File: src/rtl/ex_stage.sv
// Execute stage: ALU, operand/destination select, branch target and the EX/MEM register.
// Define EX_STAGE_MULT_EN to add the shift-add multiplier (funct 011000) that stalls the front end.
module ex_stage #(
   parameter int DATA_W = 32,
   parameter int REG_W  = 5
) (
   input  logic              clk,
   input  logic              rst_n,
   input  logic              in_valid,
   input  logic              flush,
   input  logic              RegWrite,
   input  logic              MemtoReg,
   input  logic              MemWrite,
   input  logic              MemRead,
   input  logic              Branch,
   input  logic [2:0]        AluOP,
   input  logic              ALUSrc,
   input  logic              RegDst,
   input  logic [DATA_W-1:0] add_pc,
   input  logic [DATA_W-1:0] data1,
   input  logic [DATA_W-1:0] data2,
   input  logic [DATA_W-1:0] sign_ex,
   input  logic [REG_W-1:0]  rt,
   input  logic [REG_W-1:0]  rd,
   input  logic [5:0]        funct,
   output logic              stall_req,
   output logic              out_valid,
   output logic              o_RegWrite,
   output logic              o_MemtoReg,
   output logic              o_MemWrite,
   output logic              o_MemRead,
   output logic              o_branch_taken,
   output logic [DATA_W-1:0] o_branch_target,
   output logic [DATA_W-1:0] o_alu_result,
   output logic [DATA_W-1:0] o_store_data,
   output logic [REG_W-1:0]  o_wr_reg
);

   localparam logic [2:0] OP_ADD   = 3'b000;
   localparam logic [2:0] OP_SUB   = 3'b001;
   localparam logic [2:0] OP_RTYPE = 3'b010;
   localparam logic [2:0] OP_AND   = 3'b011;
   localparam logic [2:0] OP_OR    = 3'b100;
   localparam logic [2:0] OP_SLT   = 3'b101;
   localparam logic [2:0] OP_LUI   = 3'b110;

   localparam logic [5:0] FN_ADD = 6'b100000;
   localparam logic [5:0] FN_SUB = 6'b100010;
   localparam logic [5:0] FN_AND = 6'b100100;
   localparam logic [5:0] FN_OR  = 6'b100101;
   localparam logic [5:0] FN_SLT = 6'b101010;

   logic [DATA_W-1:0] op_b;
   logic [DATA_W-1:0] alu_res;
   logic [DATA_W-1:0] br_target;
   logic [REG_W-1:0]  wr_reg;
   logic              alu_legal;
   logic              zero;
   logic              take_single;

   assign op_b      = ALUSrc ? sign_ex : data2;
   assign wr_reg    = RegDst ? rd : rt;
   assign zero      = (data1 == op_b);
   assign br_target = add_pc + (sign_ex << 2);

`ifdef EX_STAGE_MULT_EN
   localparam logic [5:0] FN_MULT = 6'b011000;
   logic is_mult;
`endif

   always_comb begin
      // NOTE: every output of this block gets a default first, so no path can infer a latch.
      alu_res   = '0;
      alu_legal = 1'b1;
`ifdef EX_STAGE_MULT_EN
      is_mult   = 1'b0;
`endif
      case (AluOP)
         OP_ADD: alu_res = data1 + op_b;
         OP_SUB: alu_res = data1 - op_b;
         OP_AND: alu_res = data1 & op_b;
         OP_OR:  alu_res = data1 | op_b;
         OP_SLT: alu_res = {{(DATA_W-1){1'b0}}, $signed(data1) < $signed(op_b)};
         OP_LUI: alu_res = op_b << 16;
         OP_RTYPE: begin
            case (funct)
               FN_ADD:  alu_res = data1 + op_b;
               FN_SUB:  alu_res = data1 - op_b;
               FN_AND:  alu_res = data1 & op_b;
               FN_OR:   alu_res = data1 | op_b;
               FN_SLT:  alu_res = {{(DATA_W-1){1'b0}}, $signed(data1) < $signed(op_b)};
`ifdef EX_STAGE_MULT_EN
               FN_MULT: is_mult = 1'b1;
`endif
               default: alu_legal = 1'b0;
            endcase
         end
         default: alu_legal = 1'b0;
      endcase
   end

`ifdef EX_STAGE_MULT_EN
   // Bit 0 of the multiplier is folded into the start edge, so MUL lasts 31 cycles
   // (cnt 1..31) and the product lands 32 edges after the mult is first presented.
   typedef enum logic {IDLE, MUL} state_t;

   typedef struct packed {
      logic              reg_write;
      logic              mem_to_reg;
      logic              mem_write;
      logic              mem_read;
      logic              branch_taken;
      logic [REG_W-1:0]  wr_reg;
      logic [DATA_W-1:0] store_data;
      logic [DATA_W-1:0] branch_target;
   } hold_t;

   state_t            state, state_nxt;
   logic [4:0]        cnt;
   logic [DATA_W-1:0] mcand, mplier, acc, pp, acc_sum;
   hold_t             held;
   logic              start, mul_done;

   assign start       = (state == IDLE) && in_valid && !flush && is_mult;
   assign mul_done    = (state == MUL) && !flush && (cnt == 5'd31);
   assign take_single = (state == IDLE) && in_valid && !flush && !is_mult;
   assign pp          = mplier[cnt] ? (mcand << cnt) : '0;
   assign acc_sum     = acc + pp;

   always_ff @(posedge clk or negedge rst_n) begin
      if (!rst_n) state <= IDLE;
      else        state <= state_nxt;
   end

   always_comb begin
      state_nxt = state;
      stall_req = 1'b0;
      case (state)
         IDLE: begin
            if (start) begin
               state_nxt = MUL;
               stall_req = 1'b1;
            end
         end
         MUL: begin
            if (flush || cnt == 5'd31) state_nxt = IDLE;
            else                       stall_req = 1'b1;
         end
         default: state_nxt = IDLE;
      endcase
   end

   always_ff @(posedge clk or negedge rst_n) begin
      if (!rst_n) begin
         cnt    <= '0;
         mcand  <= '0;
         mplier <= '0;
         acc    <= '0;
         held   <= '0;
      end else if (start) begin
         mcand              <= data1;
         mplier             <= op_b;
         acc                <= op_b[0] ? data1 : '0;
         cnt                <= 5'd1;
         held.reg_write     <= RegWrite;
         held.mem_to_reg    <= MemtoReg;
         held.mem_write     <= MemWrite;
         held.mem_read      <= MemRead;
         held.branch_taken  <= Branch & zero;
         held.wr_reg        <= wr_reg;
         held.store_data    <= data2;
         held.branch_target <= br_target;
      end else if (state == MUL) begin
         acc <= acc_sum;
         cnt <= cnt + 5'd1;
      end
   end
`else
   assign take_single = in_valid && !flush;
   assign stall_req   = 1'b0;
`endif

   // EX/MEM register: control bits clear on every non-issuing edge; data fields hold.
   always_ff @(posedge clk or negedge rst_n) begin
      if (!rst_n) begin
         out_valid       <= 1'b0;
         o_RegWrite      <= 1'b0;
         o_MemtoReg      <= 1'b0;
         o_MemWrite      <= 1'b0;
         o_MemRead       <= 1'b0;
         o_branch_taken  <= 1'b0;
         o_branch_target <= '0;
         o_alu_result    <= '0;
         o_store_data    <= '0;
         o_wr_reg        <= '0;
      end else begin
         // NOTE: registered state uses non-blocking assignment so every flop samples pre-edge values.
         out_valid      <= 1'b0;
         o_RegWrite     <= 1'b0;
         o_MemtoReg     <= 1'b0;
         o_MemWrite     <= 1'b0;
         o_MemRead      <= 1'b0;
         o_branch_taken <= 1'b0;
         if (take_single) begin
            out_valid       <= 1'b1;
            o_RegWrite      <= RegWrite & alu_legal;
            o_MemtoReg      <= MemtoReg;
            o_MemWrite      <= MemWrite;
            o_MemRead       <= MemRead;
            o_branch_taken  <= Branch & zero;
            o_branch_target <= br_target;
            o_alu_result    <= alu_res;
            o_store_data    <= data2;
            o_wr_reg        <= wr_reg;
         end
`ifdef EX_STAGE_MULT_EN
         else if (mul_done) begin
            out_valid       <= 1'b1;
            o_RegWrite      <= held.reg_write;
            o_MemtoReg      <= held.mem_to_reg;
            o_MemWrite      <= held.mem_write;
            o_MemRead       <= held.mem_read;
            o_branch_taken  <= held.branch_taken;
            o_branch_target <= held.branch_target;
            o_alu_result    <= acc_sum;
            o_store_data    <= held.store_data;
            o_wr_reg        <= held.wr_reg;
         end
`endif
      end
   end

endmodule

File: config.mk
export PLATFORM = sky130hd
export DESIGN_NAME = ex_stage
export DESIGN_NICKNAME = d
export VERILOG_FILES = /design/src/rtl/ex_stage.sv
export SDC_FILE = /design/constraint.sdc
export NUM_CORES = 1
export LEC_CHECK = 0
export BUFFER_PORTS_ARGS = -buffer_cell sky130_fd_sc_hd__buf_2
export CELL_PAD_IN_SITES_DETAIL_PLACEMENT = 2
export CELL_PAD_IN_SITES_GLOBAL_PLACEMENT = 2
export CORE_AREA = 2 2 195 197
export DETAILED_ROUTE_END_ITERATION = 8
export DIE_AREA = 0 0 197 199
export PLACE_DENSITY_LB_ADDON = 0.05
export SLEW_MARGIN = 0
export SYNTH_ARGS = -nofsm -noshare
export SYNTH_HDL_FRONTEND = slang
export SYNTH_SLANG_ARGS = --single-unit
File: constraint.sdc
create_clock -name clk -period 2.5 [get_ports clk]
set_clock_uncertainty 0.1 [all_clocks]
set_input_delay 0.125 -clock clk [delete_from_list [all_inputs] [get_ports clk]]
set_output_delay 0.125 -clock clk [all_outputs]
set_load 0.005 [all_outputs]
==> results of run 1 <==
## what timing repair did
action | 4_1_cts
pin swaps | 126
endpoints found under the setup margin | 34
buffers inserted | 58
hold buffers | 50
endpoints found under the hold margin | 75
gates resized for setup | 266
## stage by stage
step | setup TNS (ns) | cell area, sq um | cells | utilization [%] | setup slack [ns]
2_1_floorplan | -4.07 | 12200 | 1549 | - | -0.395
3_5_place_dp | -32.23 | 17100 | 2640 | 46.2 | -1.23
4_1_cts | -5.21 | 19600 | 2758 | 52.8 | -0.327
3_3_place_gp | -26.83 | 17100 | 2640 | 46.2 | -1.12
## kinds of logic after synthesis
kind of cell               count (synthesis)  synth area share [%]
xor gates and xnor gates                  41                  3.07
AOI/OAI and AO/OA                        492                  27.8
and+or+nand+nor                          531                  20.6
DFF                                      107                  22.9
muxes                                     48                  4.29
other                                      1                0.0321
buffers and inverters                    192                  6.38
adders and majority gates                137                  14.9
==> run_results.csv, run 1 <==
group,metric,value,unit
synthesis,avgSynthCellArea,7.54,sq um
timing,grt_repair_worst_endpoint,"o_alu_result[23]$_DFFE_PN0P_/D",
synthesis,synth_top_area_share,22.9,%
clock_network,htreeDepth,3,
synthesis,seq_area_frac_synth,22.9,%
synthesis,synth_async_sr_flop_share,100,%
status,first-error,"[ERROR DPL-0033] detailed placement checks failed during check placement.",
synthesis,syn_area,0.0117,sq mm
synthesis,syn_nets,1844,
status,status,"did not finish",
synthesis,ys.flop_type,"dfrtp_1",
place,dpl.hpwl,56600,um
clock_network,cts_sinks,107,
floorplanning,initial_utilization,31.5,%
synthesis,synth_cell_types,86,
floorplanning,die_x,197,um
grt,grt_max_degree,52,
synthesis,ys_warn_count,0,
clock_network,cts_made_buffers,9,
clock_network,cts-root-buf,"clkbuf_16",
floorplanning,rows,71,
status,haltStage,"global routing",
synthesis,synth_edf_count,0,
place,io_buffers,264,
synthesis,synth_area_leaders,"dfrtp_1 23%, ha_1 14%, nand2_1 8.2%",
synthesis,synth_seq_cells,107,
floorplanning,die_height,199,um
timing,worst-ep-kind,"register data pin",
synthesis,synth.largest_area_cell,"dfrtp_1",
synthesis,synthCells,1549,
grt,antenna_found_initial,8,
place,place_congestion,0.972,
clock_network,cts.path.max_buffers,2,
synthesis,synth.most_common_cell,"nand2_1",
floorplanning,ioPinCount,266,
synthesis,synth_common_cells,"254 x nand2_1, 134 x ha_1, 127 x a21oi_1",
==> run 2, diff against run 1 <==
==> config.mk (replaced) <==
export PLATFORM = sky130hd
export DESIGN_NAME = ex_stage
export DESIGN_NICKNAME = d
export VERILOG_FILES = /design/src/rtl/ex_stage.sv
export SDC_FILE = /design/constraint.sdc
export NUM_CORES = 1
export LEC_CHECK = 0
export BUFFER_PORTS_ARGS = -buffer_cell sky130_fd_sc_hd__buf_2
export CORE_AREA = 2 2 174 176
export DETAILED_ROUTE_END_ITERATION = 8
export DIE_AREA = 0 0 176 178
export PLACE_DENSITY_LB_ADDON = 0.15
export SLEW_MARGIN = 0
export SYNTH_ARGS = -nofsm -noshare
export SYNTH_HDL_FRONTEND = slang
export SYNTH_SLANG_ARGS = --single-unit
==> run 2 against run 1 <==
Against the previous run: the flow now finishes, with violations (setup timing); synthesized cell count did not move; area after synthesis did not move.
==> run_results.csv, run 2 <==
group,metric,value,unit
status,status,"complete, but fails checks",
status,violations,"setup timing",
cells_and_area,final_common_cell,"buf_4",
setup_path,cp-start-kind,"primary input",
setup_path,cp.arrival,2.94,ns
setup_path,path_buf_inv,3,
power,power_leakage,9.41,nW
drt,wl_per_cell,21.1,um
drt,routed_wl,55200,um
drt,dr_total_vias,14700,
grt,grt_pass1_wl,81800,um
hold_path,min_to,"o_wr_reg[1]",
synthesis,synth.most_common_cell,"nand2_1",
hold_path,min_from,"rt[1]",
setup_path,reg2regPathDepth,7,
timing,rsz0062_at_grt,"true",
flow_run,drv_cap,0,
place,dp_cells,2501,
synthesis,synth_seq_cells,107,
setup_path,crit_start,"ALUSrc",
synthesis,synth_edf_count,0,
drt,first_pass_iters,8,
setup_path,critPathMaxFanout,5,
floorplanning,rows,63,
timing,drv_slew,0,
place,dpl.hpwl,42700,um
setup_path,reg2reg_from,"o_alu_result[24]",
timing,fin_crit_sh,111,%
synthesis,synthCells,1549,
synthesis,yosys.area_share.simple,20.6,%
floorplanning,initial_utilization,39.7,%
synthesis,synth_common_cells,"254 x nand2_1, 134 x ha_1, 127 x a21oi_1",
cells_and_area,final_cells,2622,
floorplanning,die_height,178,um
cells_and_area,areaGrowthSynthToFinish,64.9,%
setup_path,end_kind,"flop",
synthesis,ys_warn_count,0,
place,place_congestion,1.03,
floorplanning,dieArea,0.0313,sq mm
setup_path,critPathKind,"in2reg",
setup_path,path_cells,"buf_12 > buf_12 > buf_8 > mux2i_4 > ha_4 > nor2_4 > a221oi_4 > o2111ai_2 > a32oi_2 > o31ai_4 > o41a_1 > xnor2_1 > a21oi_1 > a21oi_1",
grt,grt_max_degree,46,
timing,relSlewSlack,44.9,%
place,dp_slack,-1.04,ns
place,io_buffers,264,
synthesis,synth_top_family_by_area,"compound AO/OA/AOI/OAI gates",
cells_and_area,layout_common_cells,"403 x buf_4, 258 x buf_2, 250 x nand2_1",
timing,hold_violations,0,
setup_path,slowest_delay,0.49,ns
cells_and_area,nets,2521,
grt,grt_overflow,0,
floorplanning,die_x,176,um
clock_network,tritoncts,"yes",
grt,grt_pass1_vias,14200,
floorplanning,core_area,0.0294,sq mm
drt,ant_nets,0,
clock_network,htreeDepth,3,
synthesis,ys.flop_type,"dfrtp_1",
setup_path,critPathTopFamily,"compound AO/OA/AOI/OAI gates",
power,peakVddDrop,0.351,mV
cells_and_area,drive_gt1_share,44.8,%
timing,worst_slack,-0.283,ns
cells_and_area,fill_cells,2554,
synthesis,synth.largest_area_cell,"dfrtp_1",
clock_network,cts_sinks,107,
drt,drt-initial-drc-count,1128,
synthesis,synth_compound_area_share,27.8,%
clock_network,path_clk_slew,0.09,ns
synthesis,synthMuxAreaShare,4.29,%
setup_path,cp_slowest_cell,"o41a_1",
cells_and_area,final_util,65.6,%
power,finalPower,0.00833,W
synthesis,seq_area_frac_synth,22.9,%
grt,antenna_found_initial,4,
power,p_per_area,432,mW/mm^2
synthesis,avgSynthCellArea,7.54,sq um
timing,tightest_slew,0.827,ns
synthesis,syn_nets,1844,
synthesis,synth_cell_types,86,
hold_path,hold_depth,3,
synthesis,syn_area,0.0117,sq mm
floorplanning,ioPinCount,266,
clock_network,cts-root-buf,"clkbuf_16",
cells_and_area,top_regs,"o_alu_result x32, o_branch_target x32, o_store_data x32",
synthesis,synth_async_sr_flop_share,100,%
clock_network,cts.path.max_buffers,2,
setup_path,rrSetupSlack,0.40,ns
setup_path,cp.required,2.66,ns
drt,vias_per_cell,5.60,
synthesis,synth_area_leaders,"dfrtp_1 23%, ha_1 14%, nand2_1 8.2%",
synthesis,synth_top_area_share,22.9,%
synthesis,synthAdderAreaFrac,14.9,%
synthesis,synth_xor_xnor_area_share,3.07,%
hold_path,worstHoldPathType,"in2reg",
grt,grtUsageTotal,34.1,%
timing,max_freq,359,MHz
clock_network,clock_latency,0.37,ns
clock_network,cts_made_buffers,9,
drt,drc,0,
timing,setup_viol,21,
setup_path,reg2reg_to,"o_alu_result[24]",
timing,final.min_clock_period,2.78,ns
[run 2: cell counts after synthesis]
No cell type changed its count.
[run 2: routing by layer]
layer	track usage, %	vias up	wire length (um)
met5	0	-	33
met3	6.18	119	3960
li1	-	6865	-
met1	44.4	7074	23600
met4	13.1	6	2080
met2	56.5	611	25600
[run 2: layout make-up]
type                            count  area (sq um)  share of cell area, %
Timing Repair Buffer              752          5410                   28.1
Sequential cell                   107          2680                   13.9
Tap cell                          390           488                   2.53
Inverter                          106           415                   2.16
Antenna cell                        1          2.50                 0.0130
Clock inverter                      7          85.1                  0.441
Clock buffer                        9           225                   1.17
Multi-Input combinational cell   1250          9970                   51.7
[run 2: cell families (layout without fill, tap and decap cells)]
kind of cell    after synthesis  after routing
simple gates                531            531
buf+inv                     192            874
other cells                   1              2
xor+xnor                     41             41
fa+ha+maj                   137            137
compound gates              492            492
flops                       107            107
mux                          48             48
[run 2: worst register-to-register path, delay by kind of cell, from the launching register on]
kind | cells | cell delay, ns
AOI/OAI and AO/OA | 6 | 1.36
DFF | 1 | 0.46
and+or+nand+nor | 1 | 0.07
[run 2: worst max-delay path by stage]
stage	end	slack [ns]	cells after the start
floorplan	o_alu_result[28]	-0.39	14
global placement	o_alu_result[23]	-1.06	14
detailed placement	o_alu_result[23]	-1.04	14
CTS	o_alu_result[19]	-0.22	15
global route	o_alu_result[30]	-0.33	14
finish	o_alu_result[30]	-0.28	14
[run 2: per-stage QoR]
stage | hold slack (ns) | setup TNS, ns | instance area, sq um
after detailed placement | 0.0585 | -25.49 | 16600
after CTS | 0.00552 | -2.74 | 18500
after global routing | 0.00392 | -4.41 | 19300
final | 0.00681 | -2.41 | 19300
after global placement | 0.0573 | -24.73 | 16600
after floorplan | -0.271 | -4.07 | 12200
[run 2: report_power, final]
part | leakage, nW | internal, W | switching, W
combinational | 7.90 | 0.00225 | 0.00236
clock | 0.149 | 0.000797 | 0.000790
sequential | 1.36 | 0.00198 | 0.000148
[run 2: what timing repair did]
action,CTS,global route
gates cloned,2,0
endpoints found under the hold margin,82,0
setup buffers,37,21
hold buffers,46,0
resized for setup,174,136
pin swaps,83,88
endpoints found under the setup margin,28,32
(Power assumes the default switching activity.)
==> run 3, diff against run 2 <==
--- a/config.mk
+++ b/config.mk
@@ -5,10 +5,11 @@
 export SDC_FILE = /design/constraint.sdc
 export NUM_CORES = 1
 export LEC_CHECK = 0
+export ABC_AREA = 1
 export BUFFER_PORTS_ARGS = -buffer_cell sky130_fd_sc_hd__buf_2
-export CORE_AREA = 2 2 174 176
+export CORE_AREA = 2 2 183 185
 export DETAILED_ROUTE_END_ITERATION = 8
-export DIE_AREA = 0 0 176 178
+export DIE_AREA = 0 0 185 187
 export PLACE_DENSITY_LB_ADDON = 0.15
 export SLEW_MARGIN = 0
 export SYNTH_ARGS = -nofsm -noshare
==> run 3 against run 2 <==
Against the previous run: the run now ends clean; area after synthesis increased by 11%; clock power hardly changed; sequential power hardly changed; largest power group unchanged.
==> run_results.csv, run 3 <==
group,metric,value,unit
grt,antenna_found_initial,6,
floorplanning,die_height,187,um
floorplanning,rows,67,
setup_path,slowest_delay,0.34,ns
cells_and_area,layout_common_cells,"699 x nand2_1, 385 x buf_4, 313 x inv_1",
floorplanning,dieArea,0.0346,sq mm
synthesis,synth_seq_cells,107,
timing,tns,0,ns
timing,rsz0062_at_grt,"true",
timing,relSlewSlack,57.8,%
clock_network,htreeDepth,3,
drt,drc,0,
synthesis,yosys.area_share.simple,37.7,%
setup_path,cp-start-kind,"primary input",
timing,worst_slack,0.0929,ns
timing,max_freq,415,MHz
timing,tightest_slew,0.627,ns
drt,drt-initial-drc-count,1233,
synthesis,synth_compound_area_share,14.6,%
drt,dr_total_vias,16500,
place,io_buffers,264,
synthesis,syn_area,0.0129,sq mm
drt,ant_nets,0,
cells_and_area,final_cells,3239,
drt,wl_per_cell,18.9,um
cells_and_area,final_util,57.7,%
grt,grt_overflow,0,
grt,grt_max_degree,93,
floorplanning,ioPinCount,266,
synthesis,synth_common_cells,"714 x nand2_1, 315 x inv_1, 156 x nor2_1",
clock_network,tritoncts,"yes",
grt,grtUsageTotal,34.7,%
timing,fin_crit_sh,96.3,%
synthesis,synth.largest_area_cell,"nand2_1",
setup_path,cp_slowest_cell,"ha_1",
hold_path,min_from,"Branch",
synthesis,synth_cell_types,56,
synthesis,synth_area_leaders,"nand2_1 21%, dfrtp_1 21%, ha_1 13%",
floorplanning,initial_utilization,39.3,%
timing,hold_violations,0,
place,dp_slack,-0.667,ns
cells_and_area,final_common_cell,"nand2_1",
setup_path,reg2regPathDepth,3,
synthesis,seq_area_frac_synth,20.7,%
cells_and_area,ff_latch_area,0.00268,sq mm
place,dp_cells,3158,
synthesis,ys.flop_type,"dfrtp_1",
setup_path,path_cells,"buf_8 > clkbuf_16 > nand2_1 > o21ai_4 > buf_4 > ha_1 > buf_4 > nand2_2 > nor2_2 > and3_1 > nand2_2 > nand2_2 > nand2_2 > nand2_1 > nand2_1 > nand2_1 > nor2_1 > nor2_1 > nand3_1 > nand2_1 > nand2_1",
synthesis,synthCells,2129,
synthesis,avgSynthCellArea,6.07,sq um
synthesis,synth_xor_xnor_area_share,1.29,%
synthesis,syn_nets,2424,
synthesis,synth_edf_count,0,
power,power_leakage,10.6,nW
cells_and_area,drive_gt1_share,30.7,%
cells_and_area,top_regs,"o_alu_result x32, o_branch_target x32, o_store_data x32",
drt,routed_wl,61300,um
clock_network,cts-root-buf,"clkbuf_16",
synthesis,synth_async_sr_flop_share,100,%
power,p_per_area,428,mW/mm^2
status,status,"finished clean",
synthesis,synth.most_common_cell,"nand2_1",
floorplanning,core_area,0.0329,sq mm
floorplanning,die_x,185,um
setup_path,reg2reg_from,"o_wr_reg[1]",
setup_path,rrSetupSlack,1.18,ns
cells_and_area,areaGrowthSynthToFinish,46.7,%
cells_and_area,multi_input_area,0.00921,sq mm
synthesis,synth_top_family_by_area,"simple AND/OR/NAND/NOR gates",
setup_path,cp.required,2.68,ns
timing,setup_viol,0,
hold_path,hold_depth,4,
place,dpl.hpwl,49200,um
clock_network,cts.path.max_buffers,2,
timing,drv_slew,0,
hold_path,min_to,"o_branch_taken",
clock_network,path_clk_slew,0.10,ns
setup_path,crit_top_cell,"nand2_1",
timing,final.min_clock_period,2.41,ns
hold_path,worstHoldPathType,"in2reg",
clock_network,clock_latency,0.39,ns
setup_path,critPathMaxFanout,7,
setup_path,reg2reg_to,"o_wr_reg[1]",
place,place_congestion,1.00,
setup_path,path_buf_inv,4,
setup_path,end_kind,"flop",
clock_network,cts_made_buffers,9,
setup_path,critPathKind,"in2reg",
power,peakVddDrop,0.419,mV
cells_and_area,nets,3078,
synthesis,synth_top_area_share,20.7,%
cells_and_area,fill_cells,3345,
setup_path,critPathTopFamily,"simple AND/OR/NAND/NOR gates",
flow_run,drv_cap,0,
grt,grt_pass1_wl,90200,um
synthesis,synthMuxAreaShare,0,%
synthesis,ys_warn_count,0,
grt,grt_pass1_vias,15700,
setup_path,cp.arrival,2.59,ns
synthesis,synthAdderAreaFrac,13.4,%
drt,first_pass_iters,7,
clock_network,cts_sinks,107,
drt,vias_per_cell,5.10,
[run 3: cell count changes after synthesis, sizes merged, moves of 23 or more]
cell / before / now
a211oi: 24 / 1
clkbuf: 56 / 32
nand4: 8 / 32
inv: 105 / 327
nand3: 29 / 155
nand2: 254 / 729
nor2: 109 / 173
a21oi: 127 / 95
a21o: 30 / 7
o22ai: 6 / 43
mux2i: 31 / 0
[run 3: routing by layer]
metal  GRT usage (%)  vias up  wire [um]
met5               0        -         27
met4            15.7        4       2960
met3            6.29      119       4340
met2            54.8      634      27100
met1            45.9     7630      26900
li1                -     8125          -
[run 3: final cells by class]
cell class                 instances  area share [%]
inverter                         328            6.51
timing repair buffer             711            26.3
clock inverter                     7           0.370
tap                              448            2.96
clock buffer                       9            1.19
multi-input combinational       1626            48.5
sequential                       107            14.1
antenna                            3          0.0396
[run 3: cells by family after synthesis]
logic type	count (synthesis)
AO/OA/AOI/OAI	321
buffers and inverters	396
flip-flops	107
adder cells (fa/ha/maj)	137
other	1
AND/OR/NAND/NOR	1148
XOR/XNOR	19
[run 3: report_power, final]
| part | internal [W] | switching [W] |
|---|---|---|
| clock | 0.000711 | 0.000890 |
| combinational | 0.00193 | 0.00246 |
| sequential | 0.00199 | 0.000149 |
| total | 0.00463 | 0.00350 |
[run 3: metrics by stage]
stage	hold slack [ns]	area [sq um]	power (W)
6_report	0.0393	19000	0.00812
3_5_place_dp	0.0549	17500	0.00618
2_1_floorplan	-0.271	12900	0.00407
5_1_grt	0.0367	19000	0.00862
4_1_cts	0.0203	18300	0.00791
3_3_place_gp	0.0479	17500	0.00614
[run 3: worst reg2reg max path: stages, from the launching register on]
cell and delay, ns:
dfrtp_1 0.38, nand2_1 0.06, o21ai_0 0.09, dlygate4sd3_1 0.57
[run 3: how the worst max path moves through the flow]
stage,endpoint,cells past startpoint,startpoint,slack [ns]
floorplan,o_alu_result[0],22,ALUSrc,-0.02
CTS,o_alu_result[30],20,ALUSrc,0.003
detailed placement,o_alu_result[29],17,ALUSrc,-0.67
finish,o_alu_result[30],21,ALUSrc,0.09
global placement,o_alu_result[25],18,ALUSrc,-0.73
global route,o_alu_result[29],21,ALUSrc,-0.01
[run 3: what timing repair did]
item,4_1_cts,5_1_grt
setup endpoints to repair,18,26
pin swaps,2,11
resized for setup,30,129
buffers inserted,1,7
gates cloned,0,3
hold endpoints to repair,78,0
hold buffers,51,0
